### config.mk
export PLATFORM = sky130hd
export DESIGN_NAME = forward_stall_unit
export DESIGN_NICKNAME = d
export VERILOG_FILES = /design/src/rtl/forward_stall_unit.sv
export SDC_FILE = /design/constraint.sdc
export NUM_CORES = 1
export LEC_CHECK = 0
export ABC_AREA = 0
export ABC_CLOCK_PERIOD_IN_PS = 2300
export CAP_MARGIN = 20
export CORE_MARGIN = 4
export CORE_UTILIZATION = 57
export DETAILED_ROUTE_END_ITERATION = 8
export DONT_BUFFER_PORTS = 1
export PLACE_DENSITY_LB_ADDON = 0.3
export SETUP_SLACK_MARGIN = 0.2
export SLEW_MARGIN = 30
export SYNTH_ARGS = -nofsm -noshare
export SYNTH_HDL_FRONTEND = slang
export SYNTH_SLANG_ARGS = --single-unit
### constraint.sdc
create_clock -name clk -period 2.3 [get_ports clk]
set_input_delay 0.46 -clock clk [delete_from_list [all_inputs] [get_ports clk]]
set_output_delay 0.46 -clock clk [all_outputs]
set_load 0.02 [all_outputs]
### src/rtl/forward_stall_unit.sv
// Forwarding and load-use stall unit for an in-order pipeline.
// Tracks the destination of the instruction in EX and in each post-EX stage,
// picks the nearest forwardable producer for every EX source operand, and
// holds ID while a load it depends on cannot yet deliver its data.
module forward_stall_unit #(
   parameter int REG_W      = 5,
   parameter int NUM_SRC    = 2,
   parameter int FWD_DEPTH  = 2,
   parameter int LOAD_STAGE = 2,
   localparam int SEL_W     = ($clog2(FWD_DEPTH + 1) < 1) ? 1 : $clog2(FWD_DEPTH + 1)
) (
   input  logic                       clk,
   input  logic                       arst_n,
   input  logic                       id_valid,
   input  logic [NUM_SRC*REG_W-1:0]   id_rs,
   input  logic [NUM_SRC-1:0]         id_rs_used,
   input  logic [REG_W-1:0]           id_rd,
   input  logic                       id_reg_write,
   input  logic                       id_mem_read,
   input  logic                       pipe_hold,
   input  logic                       ex_flush,
   output logic                       stall_id,
   output logic [NUM_SRC*SEL_W-1:0]   fwd_sel,
   output logic [15:0]                stall_count
);

   // Destination record carried by every tracked stage (slot 0 = EX).
   typedef struct packed {
      logic             valid;
      logic [REG_W-1:0] rd;
      logic             reg_write;
      logic             mem_read;
   } slot_t;

   localparam slot_t BUBBLE = '0;

   slot_t            slot_q    [FWD_DEPTH+1];
   slot_t            slot_d    [FWD_DEPTH+1];
   logic [REG_W-1:0] ex_rs_q   [NUM_SRC];
   logic [REG_W-1:0] ex_rs_d   [NUM_SRC];
   logic [NUM_SRC-1:0] ex_used_q;
   logic [NUM_SRC-1:0] ex_used_d;
   logic [15:0]      stall_count_q;
   logic [15:0]      stall_count_d;
   logic [NUM_SRC-1:0] load_hit;

   // A slot produces register r only if it is a live writer of a non-zero register.
   function automatic logic writes_reg(input slot_t s, input logic [REG_W-1:0] r);
      return s.valid && s.reg_write && (s.rd == r) && (r != '0);
   endfunction

   // Load-use hazard: the nearest producer of an ID source is a load that will
   // not yet have reached a forwardable stage when the consumer enters EX.
   always_comb begin
      // NOTE: every always_comb output gets a default first so no path can infer a latch.
      load_hit = '0;
      stall_id = 1'b0;
      for (int s = 0; s < NUM_SRC; s++) begin
         // Walk from the oldest slot towards EX so the nearest writer overrides.
         for (int j = FWD_DEPTH - 1; j >= 0; j--) begin
            if (writes_reg(slot_q[j], id_rs[s*REG_W +: REG_W])) begin
               load_hit[s] = slot_q[j].mem_read && (j + 1 < LOAD_STAGE);
            end
         end
      end
      stall_id = id_valid && |(load_hit & id_rs_used);
   end

   // Operand mux select: nearest producer wins; a not-yet-ready load selects the register file.
   always_comb begin
      fwd_sel = '0;
      for (int s = 0; s < NUM_SRC; s++) begin
         for (int k = FWD_DEPTH; k >= 1; k--) begin
            if (ex_used_q[s] && writes_reg(slot_q[k], ex_rs_q[s])) begin
               fwd_sel[s*SEL_W +: SEL_W] = (slot_q[k].mem_read && (k < LOAD_STAGE))
                                           ? '0 : SEL_W'(k);
            end
         end
      end
   end

   // Next-state: advance the tracked stages, inject ID or a bubble, count load-use stalls.
   always_comb begin
      slot_d        = slot_q;
      ex_rs_d       = ex_rs_q;
      ex_used_d     = ex_used_q;
      stall_count_d = stall_count_q;
      if (!pipe_hold) begin
         for (int k = FWD_DEPTH; k >= 1; k--) begin
            slot_d[k] = slot_q[k-1];
         end
         // A flush wins over a stall; both leave a bubble in EX.
         if (stall_id || ex_flush) begin
            slot_d[0] = BUBBLE;
            ex_used_d = '0;
         end else begin
            slot_d[0].valid     = id_valid;
            slot_d[0].rd        = id_rd;
            slot_d[0].reg_write = id_reg_write;
            slot_d[0].mem_read  = id_mem_read;
            for (int s = 0; s < NUM_SRC; s++) begin
               ex_rs_d[s] = id_rs[s*REG_W +: REG_W];
            end
            ex_used_d = id_rs_used;
         end
         if (stall_id && !ex_flush && (stall_count_q != 16'hFFFF)) begin
            stall_count_d = stall_count_q + 16'd1;
         end
      end else if (ex_flush) begin
         // Frozen pipeline, but the instruction in EX is still killed.
         slot_d[0] = BUBBLE;
         ex_used_d = '0;
      end
   end

   // State registers; reset discards every in-flight record.
   always_ff @(posedge clk or negedge arst_n) begin
      if (!arst_n) begin
         // NOTE: the slot arrays are a handful of pipeline flops, not a RAM, so every entry is reset.
         for (int k = 0; k <= FWD_DEPTH; k++) begin
            slot_q[k] <= BUBBLE;
         end
         for (int s = 0; s < NUM_SRC; s++) begin
            ex_rs_q[s] <= '0;
         end
         ex_used_q     <= '0;
         stall_count_q <= '0;
      end else begin
         // NOTE: non-blocking assignments so every flop samples pre-edge values.
         slot_q        <= slot_d;
         ex_rs_q       <= ex_rs_d;
         ex_used_q     <= ex_used_d;
         stall_count_q <= stall_count_d;
      end
   end

   assign stall_count = stall_count_q;

endmodule
# Word-level counts from Yosys, hierarchy flattened
# Index checks and enable logic that the tools add are counted.
[word_totals] regBits=51 in_bits=24 output_inout_bits=21 word_cells=71
[op_classes] add_sub_neg=1 n_eq_ne=8 muxes=13 bitwise=3 reduce_logical=31
[ops] operator="equality test 5 bit" count=6
[ops] operator="two-way mux 8 bit" count=3
[ops] operator="logical AND 1 bit" count=22
[ops] operator="nonzero test 5 bit" count=4
[ops] operator="adder 16 x 1 -> 16 bit (second input constant)" count=1
[ops] operator="!= test 16 bit (second input constant)" count=1
[ops] operator="two-way mux 2 bit" count=7
[ops] operator="AND reduction 2 bit" count=2
[ops] operator="two-way mux 1 bit" count=3
[ops] operator="AND 2 bit" count=1
[ops] operator="!= test 2 x 1 -> 1 bit (second input constant)" count=1
[ops] operator="NOT 1 bit" count=2
[ops] operator="OR reduction 2 bit" count=1
[ops] operator="zero test 1 bit" count=1
[ops] operator="logical OR 1 bit" count=1

# Longest topological paths before layout
# Gate-level depths: netlist of the first run.
[logic_depth] depth_word=10 depth_mapped=8 ltp_nobuf=7

# Worst setup path before layout of the first run
# No wires, ideal clock.
[synth_path] path_kind="register to output" start="reg ex_rs_q[0] in the netlist's numbering" end="out fwd_sel[3]" arrival_time_ps=1949 t_required_ps=1840 slack_ps=-109 stages_incl_launch_ff=5 path_buffers=0 cell_sequence="dfrtp_1 -> or4_1 -> o21ai_0 -> or4_1 -> nor4b_1"
[synth_via] elab_chain_len=6 elab_cells_between_ends=11 cone_classes="eq/ne (2); mux (2); reduce/logical (7)"
[synth_rtl] item="from (decl)" line="39" source="logic [REG_W-1:0] ex_rs_q [NUM_SRC];"
[synth_rtl] item="from (signal assigned)" line="131" source="ex_rs_q <= ex_rs_d;"
[synth_rtl] item="equality test 5 bit" line="49" source="return s.valid && s.reg_write && (s.rd == r) && (r != '0);"
[synth_rtl] item="logical AND 1 bit (2 in a row)" line="49"
[synth_rtl] item="logical AND 1 bit" line="74" source="if (ex_used_q[s] && writes_reg(slot_q[k], ex_rs_q[s])) begin"
[synth_rtl] item="two-way mux 2 bit" line="74"
[synth_rtl] item="two-way mux 2 bit (*)" line="74"
[synth_rtl] item="to (decl)" line="23" source="output logic [NUM_SRC*SEL_W-1:0] fwd_sel,"
# Every way passes the cells marked *; elsewhere a longest branch is shown, timed or not.

# Worst setup path in the final report of the first run
[layout_path] start="reg ex_rs_q[9] in the netlist's numbering" end="out fwd_sel[0]"
[layout_via] elab_chain_len=5 elab_cells_between_ends=6 cone_classes="eq/ne (1); mux (1); reduce/logical (4)"
[layout_rtl] item="equality test 5 bit" line="49"
[layout_rtl] item="logical AND 1 bit" line="49"
[layout_rtl] item="logical AND 1 bit (*)" line="49"
[layout_rtl] item="logical AND 1 bit (*)" line="74"
[layout_rtl] item="two-way mux 2 bit (*)" line="74"
# Marked as above.

==> results of run 1 <==
==> synthesized netlist by cell type <==
master / n
sky130_fd_sc_hd__a2111oi_4: 1
sky130_fd_sc_hd__nand3_2: 3
sky130_fd_sc_hd__nor4_1: 3
sky130_fd_sc_hd__a32oi_1: 1
sky130_fd_sc_hd__nor4b_1: 2
sky130_fd_sc_hd__or4_1: 4
sky130_fd_sc_hd__nor3_4: 1
sky130_fd_sc_hd__nor2_1: 3
sky130_fd_sc_hd__a21oi_1: 10
sky130_fd_sc_hd__xnor2_1: 34
sky130_fd_sc_hd__nand4_1: 12
sky130_fd_sc_hd__dfrtp_1: 51
sky130_fd_sc_hd__o21bai_1: 2
sky130_fd_sc_hd__clkbuf_1: 5
sky130_fd_sc_hd__nor3_1: 2
sky130_fd_sc_hd__o21ai_0: 2
sky130_fd_sc_hd__xor2_1: 8
sky130_fd_sc_hd__nand2_1: 20
sky130_fd_sc_hd__nand3b_1: 11
sky130_fd_sc_hd__nand3_1: 3
sky130_fd_sc_hd__and4_4: 3
sky130_fd_sc_hd__nand2b_1: 6
sky130_fd_sc_hd__ha_1: 1
sky130_fd_sc_hd__buf_6: 1
sky130_fd_sc_hd__mux2_2: 26
sky130_fd_sc_hd__nand4b_1: 1
sky130_fd_sc_hd__and2_1: 2
sky130_fd_sc_hd__and4bb_1: 1
sky130_fd_sc_hd__and3_1: 7
==> per-layer routing <==
| metal | vias to the layer above | GRT usage |
|---|---|---|
| met5 | - | 0 |
| met4 | 0 | 0.0680 |
| met1 | 982 | 0.321 |
| met3 | 9 | 0.0673 |
| li1 | 899 | - |
| met2 | 72 | 0.327 |
==> area by class of cell <==
cell class / count / area, um^2
Fill cell: 255 / 992
Sequential cell: 51 / 1290
Clock buffer: 6 / 82.6
Timing Repair Buffer: 42 / 365
Clock inverter: 2 / 16.3
Tap cell: 52 / 65.1
Multi-Input combinational cell: 169 / 1610
==> layout by cell type, fill, tap and decap left out, drive strengths merged <==
cell	synthesis	final
dfrtp	51	51
buf	1	41
xnor2	34	34
mux2	26	26
nand2	20	20
nand4	12	12
nand3b	11	11
a21oi	10	10
xor2	8	8
and3	7	7
nand2b	6	6
clkbuf	5	6
nand3	6	6
or4	4	4
nor4	3	3
and4	3	3
nor3	3	3
nor2	3	3
o21bai	2	2
o21ai	2	2
nor4b	2	2
and2	2	2
and4bb	1	1
nand4b	1	1
a2111oi	1	1
a32oi	1	1
ha	1	1
clkinv	0	1
clkinvlp	0	1
dlygate4sd3	0	1
==> worst reg2reg max path: stages (launching register included) <==
cell and delay, ps:
sky130_fd_sc_hd__dfrtp_2 450, sky130_fd_sc_hd__xor2_1 170, sky130_fd_sc_hd__nor3_1 220, sky130_fd_sc_hd__nand3b_1 210
sky130_fd_sc_hd__a2111oi_4 380, sky130_fd_sc_hd__buf_4 210, sky130_fd_sc_hd__buf_8 140, sky130_fd_sc_hd__nand4_1 110
sky130_fd_sc_hd__xnor2_1 150
==> how the worst max path moves through the flow <==
stage | from | endpoint | slack (ps) | cells past startpoint
CTS | ex_rs_q[5] | fwd_sel[1] | -80 | 4
detailed placement | id_valid | stall_count[13] | 130 | 7
floorplan | stall_count[1] | stall_count[7] | 180 | 8
finish | ex_rs_q[9] | fwd_sel[0] | -170 | 4
global route | ex_rs_q[9] | fwd_sel[0] | -210 | 4
global placement | ex_rs_q[5] | fwd_sel[1] | 190 | 4
==> cells by family after synthesis <==
kind of cell	count (synthesis)
xor+xnor	42
mux	26
simple gates	84
compound gates	16
fa+ha+maj	1
flops	51
buf+inv	6
==> through the flow <==
| stage | util | hold WS (ps) | cells | setup slack (ps) | cell area (um^2) |
|---|---|---|---|---|---|
| 2_1_floorplan | - | 164 | 226 | 176 | 2660 |
| 3_3_place_gp | 0.640 | 166 | 289 | 191 | 2820 |
| 5_1_grt | 0.775 | 171 | 322 | -206 | 3420 |
| 4_1_cts | 0.706 | 190 | 315 | -76.8 | 3120 |
| 3_5_place_dp | 0.640 | 166 | 289 | 127 | 2820 |
| 6_report | 0.775 | 197 | 322 | -166 | 3420 |
==> flip-flops by register name, summed over array words and instances, names as in the netlist <==
| register | flops |
|---|---|
| slot_q | 23 |
| ex_rs_q | 10 |
| stall_count | 16 |
| ex_used_q | 2 |
==> power by group through the flow <==
stage               Combinational [mW]  Clock [mW]  Sequential (mW)
floorplan                        0.178           0             1.03
detailed placement               0.192           0             1.05
global route                     0.342       0.605             1.04
global placement                 0.185           0             1.05
CTS                              0.265       0.565             1.02
finish                           0.315       0.554             1.04
==> timing repair <==
action,in CTS,in global routing
setup endpoints to repair,11,37
pin swaps,7,27
endpoints found under the hold margin,51,0
hold buffers,2,0
cloned,1,0
resized for setup,12,49
buffers inserted,15,7
==> tab_implementation.tex, run 1 <==
\begin{tabular}{lr}
\hline
Metric & Value \\
\hline
\multicolumn{2}{l}{\textbf{Min path}} \\
Path class of the lowest-slack min-delay path & primary input to register \\
Worst hold path cell count & 1 \\
Endpoint with the worst hold slack & slot\_q[18] \\
Hold path startpoint & ex\_flush \\
\multicolumn{2}{l}{\textbf{Critical path}} \\
Setup crit end kind & output port \\
Beginning of the worst register-to-register path & slot\_q[18] \\
Highest fanout seen on the critical path & 4 \\
Required arrival time at the worst endpoint & 1840 ps \\
Internal reg-to-reg setup slack & 140 ps \\
List of cells traversed by the critical path & xnor2\_1, nand4\_1, or4\_4, nor2\_4 \\
Crit path launch type & register \\
Critical register-to-register path endpoint & stall\_count[13] \\
CP top delay family & simple AND/OR/NAND/NOR gates \\
Largest stage delay on the critical path & 550 ps \\
Standard cell with the maximum stage delay on the critical path & sky130\_fd\_sc\_hd\_\_or4\_4 \\
Worst Reg-to-Reg Cells & 8 \\
Setup Crit Path Kind & register to output port \\
Arrival time of data at the critical path endpoint & 2010 ps \\
CP bufs+invs & 0 \\
\multicolumn{2}{l}{\textbf{Timing}} \\
Count of final hold-check violations & 0 \\
Final count of pins violating max slew & 0 \\
Post-route fraction of the period consumed by the critical path & 1.07 \\
Slew HR & 0.663 \\
Tmin final & 2470 ps \\
Worst Slack Setup Final & -166 ps \\
Final TNS setup & -379 ps \\
Maximum clock frequency & 406 MHz \\
Maximum clock skew at final layout & 5.16 ps \\
Unrepaired setup endpoints after global routing & true \\
Number of setup violations in the final report & 3 \\
Pin slew with the least headroom to its limit & 505 ps \\
\multicolumn{2}{l}{\textbf{Run status}} \\
Violations in the final reports & setup timing \\
Status & finished, violations left \\
\multicolumn{2}{l}{\textbf{Clocking}} \\
Clock tree from TritonCTS & built \\
Maximum root-to-sink buffer count & 2 \\
Insertion delay to the later sink of the worst-skew pair & 310 ps \\
Clock buffers created by TritonCTS & 5 \\
Number of sinks driven by the clock tree & 51 \\
H-Tree Depth & 2 \\
Clk Tree Root Cell & sky130\_fd\_sc\_hd\_\_clkbuf\_8 \\
Clock-pin slew of the registers on the worst-case setup and hold paths & 90 ps \\
\multicolumn{2}{l}{\textbf{Power and ir drop}} \\
Pwr Density & 557 nW/um\^{}2 \\
Gate power share & 0.165 \\
Switching power as a share of total power & 0.270 \\
Power Total & 1.90 mW \\
Part of the total power dissipated in the clock network & 0.291 \\
Leakage power total & 1.59 nW \\
Internal power of the cells & 1.39 mW \\
Switching power total & 0.515 mW \\
IR drop worst, VDD & 0.000572 V \\
Share of power burned in registers & 0.544 \\
\multicolumn{2}{l}{\textbf{Yosys}} \\
Number of unique standard cell types used by synthesis & 29 \\
Ranking of synthesized cells by area & sky130\_fd\_sc\_hd\_\_dfrtp\_1 49\%, sky130\_fd\_sc\_hd\_\_xnor2\_1 11\%, sky130\_fd\_sc\_hd\_\_mux2\_2 11\% \\
Cell taking the most area after synthesis & sky130\_fd\_sc\_hd\_\_dfrtp\_1 \\
Fraction of the mapped netlist area in simple logic gates & 0.202 \\
Area fraction in compound gates after synthesis & 0.0425 \\
Synthesized instance count & 226 \\
Main combinational cell family by area after synthesis & simple AND/OR/NAND/NOR gates \\
Average size of a mapped cell & 11.6 um\^{}2 \\
Synthesized net count & 251 \\
Post-synthesis share of cell area spent on full adders, half adders and majority gates & 0.00477 \\
Post-synth design cell area & 2620 um\^{}2 \\
Ys Warns & 0 \\
Fraction of synthesized cell area taken by the top area cell type & 0.487 \\
Sequential share of the synthesized area & 0.487 \\
Multiplexer share of the synthesized area & 0.112 \\
Yosys reg bits & 51 \\
Post-Synth XOR/XNOR Area & 0.140 \\
\multicolumn{2}{l}{\textbf{Placed design}} \\
Number of input and output port buffers inserted & 0 \\
Final weighted congestion in routability-driven placement & 0.873 \\
Post-detail-place hpwl & 4.01 mm \\
\multicolumn{2}{l}{\textbf{Drt}} \\
Via Count & 1962 \\
Post-detailed-routing wire length & 6.58 mm \\
DRC & 0 \\
Final antenna-violating net count & 0 \\
Wire length on met2 & 3.19 mm \\
Wire length per cell after detailed routing & 20.4 um \\
DRT iter0 DRCs & 106 \\
Met1 wire length & 2.83 mm \\
Drt pass-1 iters & 4 \\
Uppermost layer routed & met4 \\
Total met3 wirelength after detailed routing & 485 um \\
Per-cell via count in the routed design & 6.09 \\
\multicolumn{2}{l}{\textbf{Floorplan}} \\
Core area & 4410 um\^{}2 \\
Number of placed I/O pins & 45 \\
Area enclosed by the die boundary & 5750 um\^{}2 \\
Chip Height & 75.8 um \\
Horizontal die dimension & 75.8 um \\
Starting density of the core & 0.594 \\
Standard-cell row count & 24 \\
\multicolumn{2}{l}{\textbf{Job}} \\
Number of maximum-capacitance violations & 0 \\
\multicolumn{2}{l}{\textbf{Finish}} \\
Layout overhead on the synthesized area & 30.5\% \\
Proportion of layout cells with a drive suffix above 1 & 0.474 \\
Final-stage net count & 294 \\
Count of inserted antenna diode cells & 0 \\
\multicolumn{2}{l}{\textbf{Global routing}} \\
Via count of the first global-routing pass & 1873 \\
Number of antenna violations at the first check in global routing & 0 \\
Largest net degree at the start of global routing & 52 \\
Global-route wire length before repair & 9.49 mm \\
Global Route Usage Sum & 0.223 \\
Final global-route overflow total & 0 \\
\hline
\end{tabular}
Power figures use the tool's default switching activity.
==> inputs of run 2 (changes only) <==
--- a/config.mk
+++ b/config.mk
@@ -8,12 +8,12 @@
 export ABC_AREA = 0
 export ABC_CLOCK_PERIOD_IN_PS = 2300
 export CAP_MARGIN = 20
-export CORE_MARGIN = 4
-export CORE_UTILIZATION = 57
+export CORE_UTILIZATION = 55
 export DETAILED_ROUTE_END_ITERATION = 8
 export DONT_BUFFER_PORTS = 1
 export PLACE_DENSITY_LB_ADDON = 0.3
 export SETUP_SLACK_MARGIN = 0.2
+export SKIP_CTS_REPAIR_TIMING = 1
 export SLEW_MARGIN = 30
 export SYNTH_ARGS = -nofsm -noshare
 export SYNTH_HDL_FRONTEND = slang
==> run 2 against run 1 <==
Net effect: the flow finishes with violations (DRC, hold timing, setup timing); final area is 5.9% lower; total power is 5.4% lower; utilization is 5.5 points lower; non-clock buffer count is 12 lower; routed wire length is 7.7% lower; clock skew is 3.1 ps higher; largest power group unchanged.
==> tab_implementation.tex, run 2 (same netlist as run 1, synthesis figures left out) <==
\begin{tabular}{lr}
\hline
Metric & Value \\
\hline
\multicolumn{2}{l}{\textbf{Run status}} \\
Status & finished, violations left \\
Violations in the final reports & DRC, hold timing, setup timing \\
\multicolumn{2}{l}{\textbf{Critical path}} \\
CP top delay family & simple AND/OR/NAND/NOR gates \\
Largest stage delay on the critical path & 510 ps \\
Internal reg-to-reg setup slack & 0 ps \\
Setup crit end kind & output port \\
Arrival time of data at the critical path endpoint & 1920 ps \\
Standard cell with the maximum stage delay on the critical path & sky130\_fd\_sc\_hd\_\_or4\_4 \\
Setup Crit Path Kind & register to output port \\
Library cell appearing most often on the critical path & sky130\_fd\_sc\_hd\_\_or4\_4 \\
List of cells traversed by the critical path & or4\_4, o21ai\_2, or4\_4, nor4b\_4 \\
CP bufs+invs & 0 \\
Highest fanout seen on the critical path & 3 \\
Required arrival time at the worst endpoint & 1840 ps \\
Crit path launch type & register \\
\multicolumn{2}{l}{\textbf{Timing}} \\
Pin slew with the least headroom to its limit & 372 ps \\
Final TNS setup & -255 ps \\
Unrepaired setup endpoints after global routing & true \\
Worst Slack Setup Final & -76.0 ps \\
Final count of pins violating max slew & 0 \\
Minimum hold slack & -16.0 ps \\
Slew HR & 0.751 \\
Count of final hold-check violations & 10 \\
Maximum clock frequency & 421 MHz \\
Maximum clock skew at final layout & 8.28 ps \\
Number of setup violations in the final report & 4 \\
Tmin final & 2380 ps \\
Post-route fraction of the period consumed by the critical path & 1.03 \\
\multicolumn{2}{l}{\textbf{Drt}} \\
Final antenna-violating net count & 0 \\
Via Count & 1906 \\
Post-detailed-routing wire length & 6.08 mm \\
Wire length per cell after detailed routing & 19.6 um \\
Per-cell via count in the routed design & 6.15 \\
Drt pass-1 iters & 6 \\
DRC & 4 \\
DRT iter0 DRCs & 116 \\
\multicolumn{2}{l}{\textbf{Placed design}} \\
Post-detail-place hpwl & 3.96 mm \\
Final weighted congestion in routability-driven placement & 0.801 \\
Number of input and output port buffers inserted & 0 \\
Worst-case setup slack after placement & 168 ps \\
\multicolumn{2}{l}{\textbf{Global routing}} \\
Largest net degree at the start of global routing & 52 \\
Final global-route overflow total & 0 \\
Global Route Usage Sum & 0.233 \\
Global-route wire length before repair & 8.91 mm \\
Number of antenna violations at the first check in global routing & 0 \\
Via count of the first global-routing pass & 1753 \\
\multicolumn{2}{l}{\textbf{Floorplan}} \\
Chip Height & 71.0 um \\
Starting density of the core & 0.586 \\
Area enclosed by the die boundary & 5050 um\^{}2 \\
Core area & 4470 um\^{}2 \\
Horizontal die dimension & 71.0 um \\
Number of placed I/O pins & 45 \\
Standard-cell row count & 24 \\
\multicolumn{2}{l}{\textbf{Clocking}} \\
Clock-pin slew of the registers on the worst-case setup and hold paths & 90 ps \\
Insertion delay to the later sink of the worst-skew pair & 310 ps \\
Clk Tree Root Cell & sky130\_fd\_sc\_hd\_\_clkbuf\_8 \\
Clock tree from TritonCTS & built \\
H-Tree Depth & 2 \\
Maximum root-to-sink buffer count & 2 \\
Clock buffers created by TritonCTS & 5 \\
Number of sinks driven by the clock tree & 51 \\
\multicolumn{2}{l}{\textbf{Finish}} \\
Final-stage net count & 282 \\
Most common library cell in the layout ignoring fill and taps & sky130\_fd\_sc\_hd\_\_dfrtp\_1 \\
Leading cell types in the layout, fill and taps excluded & 46 x sky130\_fd\_sc\_hd\_\_dfrtp\_1, 28 x sky130\_fd\_sc\_hd\_\_xnor2\_1, 25 x sky130\_fd\_sc\_hd\_\_mux2\_2 \\
Number of flip-flops under the largest register name & 23 \\
Register bank with the most flops & slot\_q \\
Layout overhead on the synthesized area & 22.9\% \\
Filler Cell Count & 291 \\
Final Core Density & 0.720 \\
Proportion of layout cells with a drive suffix above 1 & 0.407 \\
Count of inserted antenna diode cells & 0 \\
\multicolumn{2}{l}{\textbf{Power and ir drop}} \\
Leakage power total & 1.44 nW \\
Pwr Density & 559 nW/um\^{}2 \\
IR drop worst, VDD & 0.000310 V \\
Power Total & 1.80 mW \\
\multicolumn{2}{l}{\textbf{Min path}} \\
Path class of the lowest-slack min-delay path & primary input to asynchronous set/reset pin \\
\multicolumn{2}{l}{\textbf{Job}} \\
Number of maximum-capacitance violations & 0 \\
\hline
\end{tabular}
run 2: power by group:
part	switching, mW	internal (mW)
combinational	0.104	0.159
clock	0.295	0.213
sequential	0.0761	0.955
total	0.475	1.33
run 2: stage by stage:
| step | area (um^2) | instances |
|---|---|---|
| global placement | 2810 | 287 |
| CTS | 2890 | 295 |
| detailed placement | 2810 | 287 |
| floorplan | 2660 | 226 |
| global route | 3220 | 310 |
| finish | 3220 | 310 |
run 2: worst register-to-register path: stages, from the launching register on:
cell and delay [ps]:
sky130_fd_sc_hd__dfrtp_2 430, sky130_fd_sc_hd__ha_4 180, sky130_fd_sc_hd__and3_4 200, sky130_fd_sc_hd__and4_4 210, sky130_fd_sc_hd__and4_4 200, sky130_fd_sc_hd__a2111oi_4 360
sky130_fd_sc_hd__buf_4 190, sky130_fd_sc_hd__buf_8 140, sky130_fd_sc_hd__nand2_2 70, sky130_fd_sc_hd__xnor2_1 220
run 2: path summary, 6_finish.rpt:
check,startpoint,cells past startpoint,to
max,ex_rs_q[5],4,fwd_sel[1]
min,arst_n,1,slot_q[3]
max reg2reg,stall_count[1],9,stall_count[5]
min reg2reg,slot_q[9],1,slot_q[9]
max in group asynchronous,arst_n,1,stall_count[1]
min in group clk,ex_flush,1,slot_q[18]
run 2: area by class of cell:
| cell class | count | area (um^2) | share of cell area |
|---|---|---|---|
| multi-input combinational | 169 | 1520 | 0.472 |
| clock buffer | 6 | 72.6 | 0.0225 |
| tap | 52 | 65.1 | 0.0202 |
| timing repair buffer | 30 | 268 | 0.0831 |
| sequential | 51 | 1280 | 0.398 |
| clock inverter | 2 | 12.5 | 0.00388 |
run 2: metal layers:
| metal | up-vias | wire length (um) | track usage |
|---|---|---|---|
| met1 | 969 | 2700 | 0.341 |
| met3 | 10 | 391 | 0.0584 |
| li1 | 877 | - | - |
| met5 | - | 0 | 0 |
| met4 | 0 | 113 | 0.0711 |
| met2 | 50 | 2880 | 0.346 |
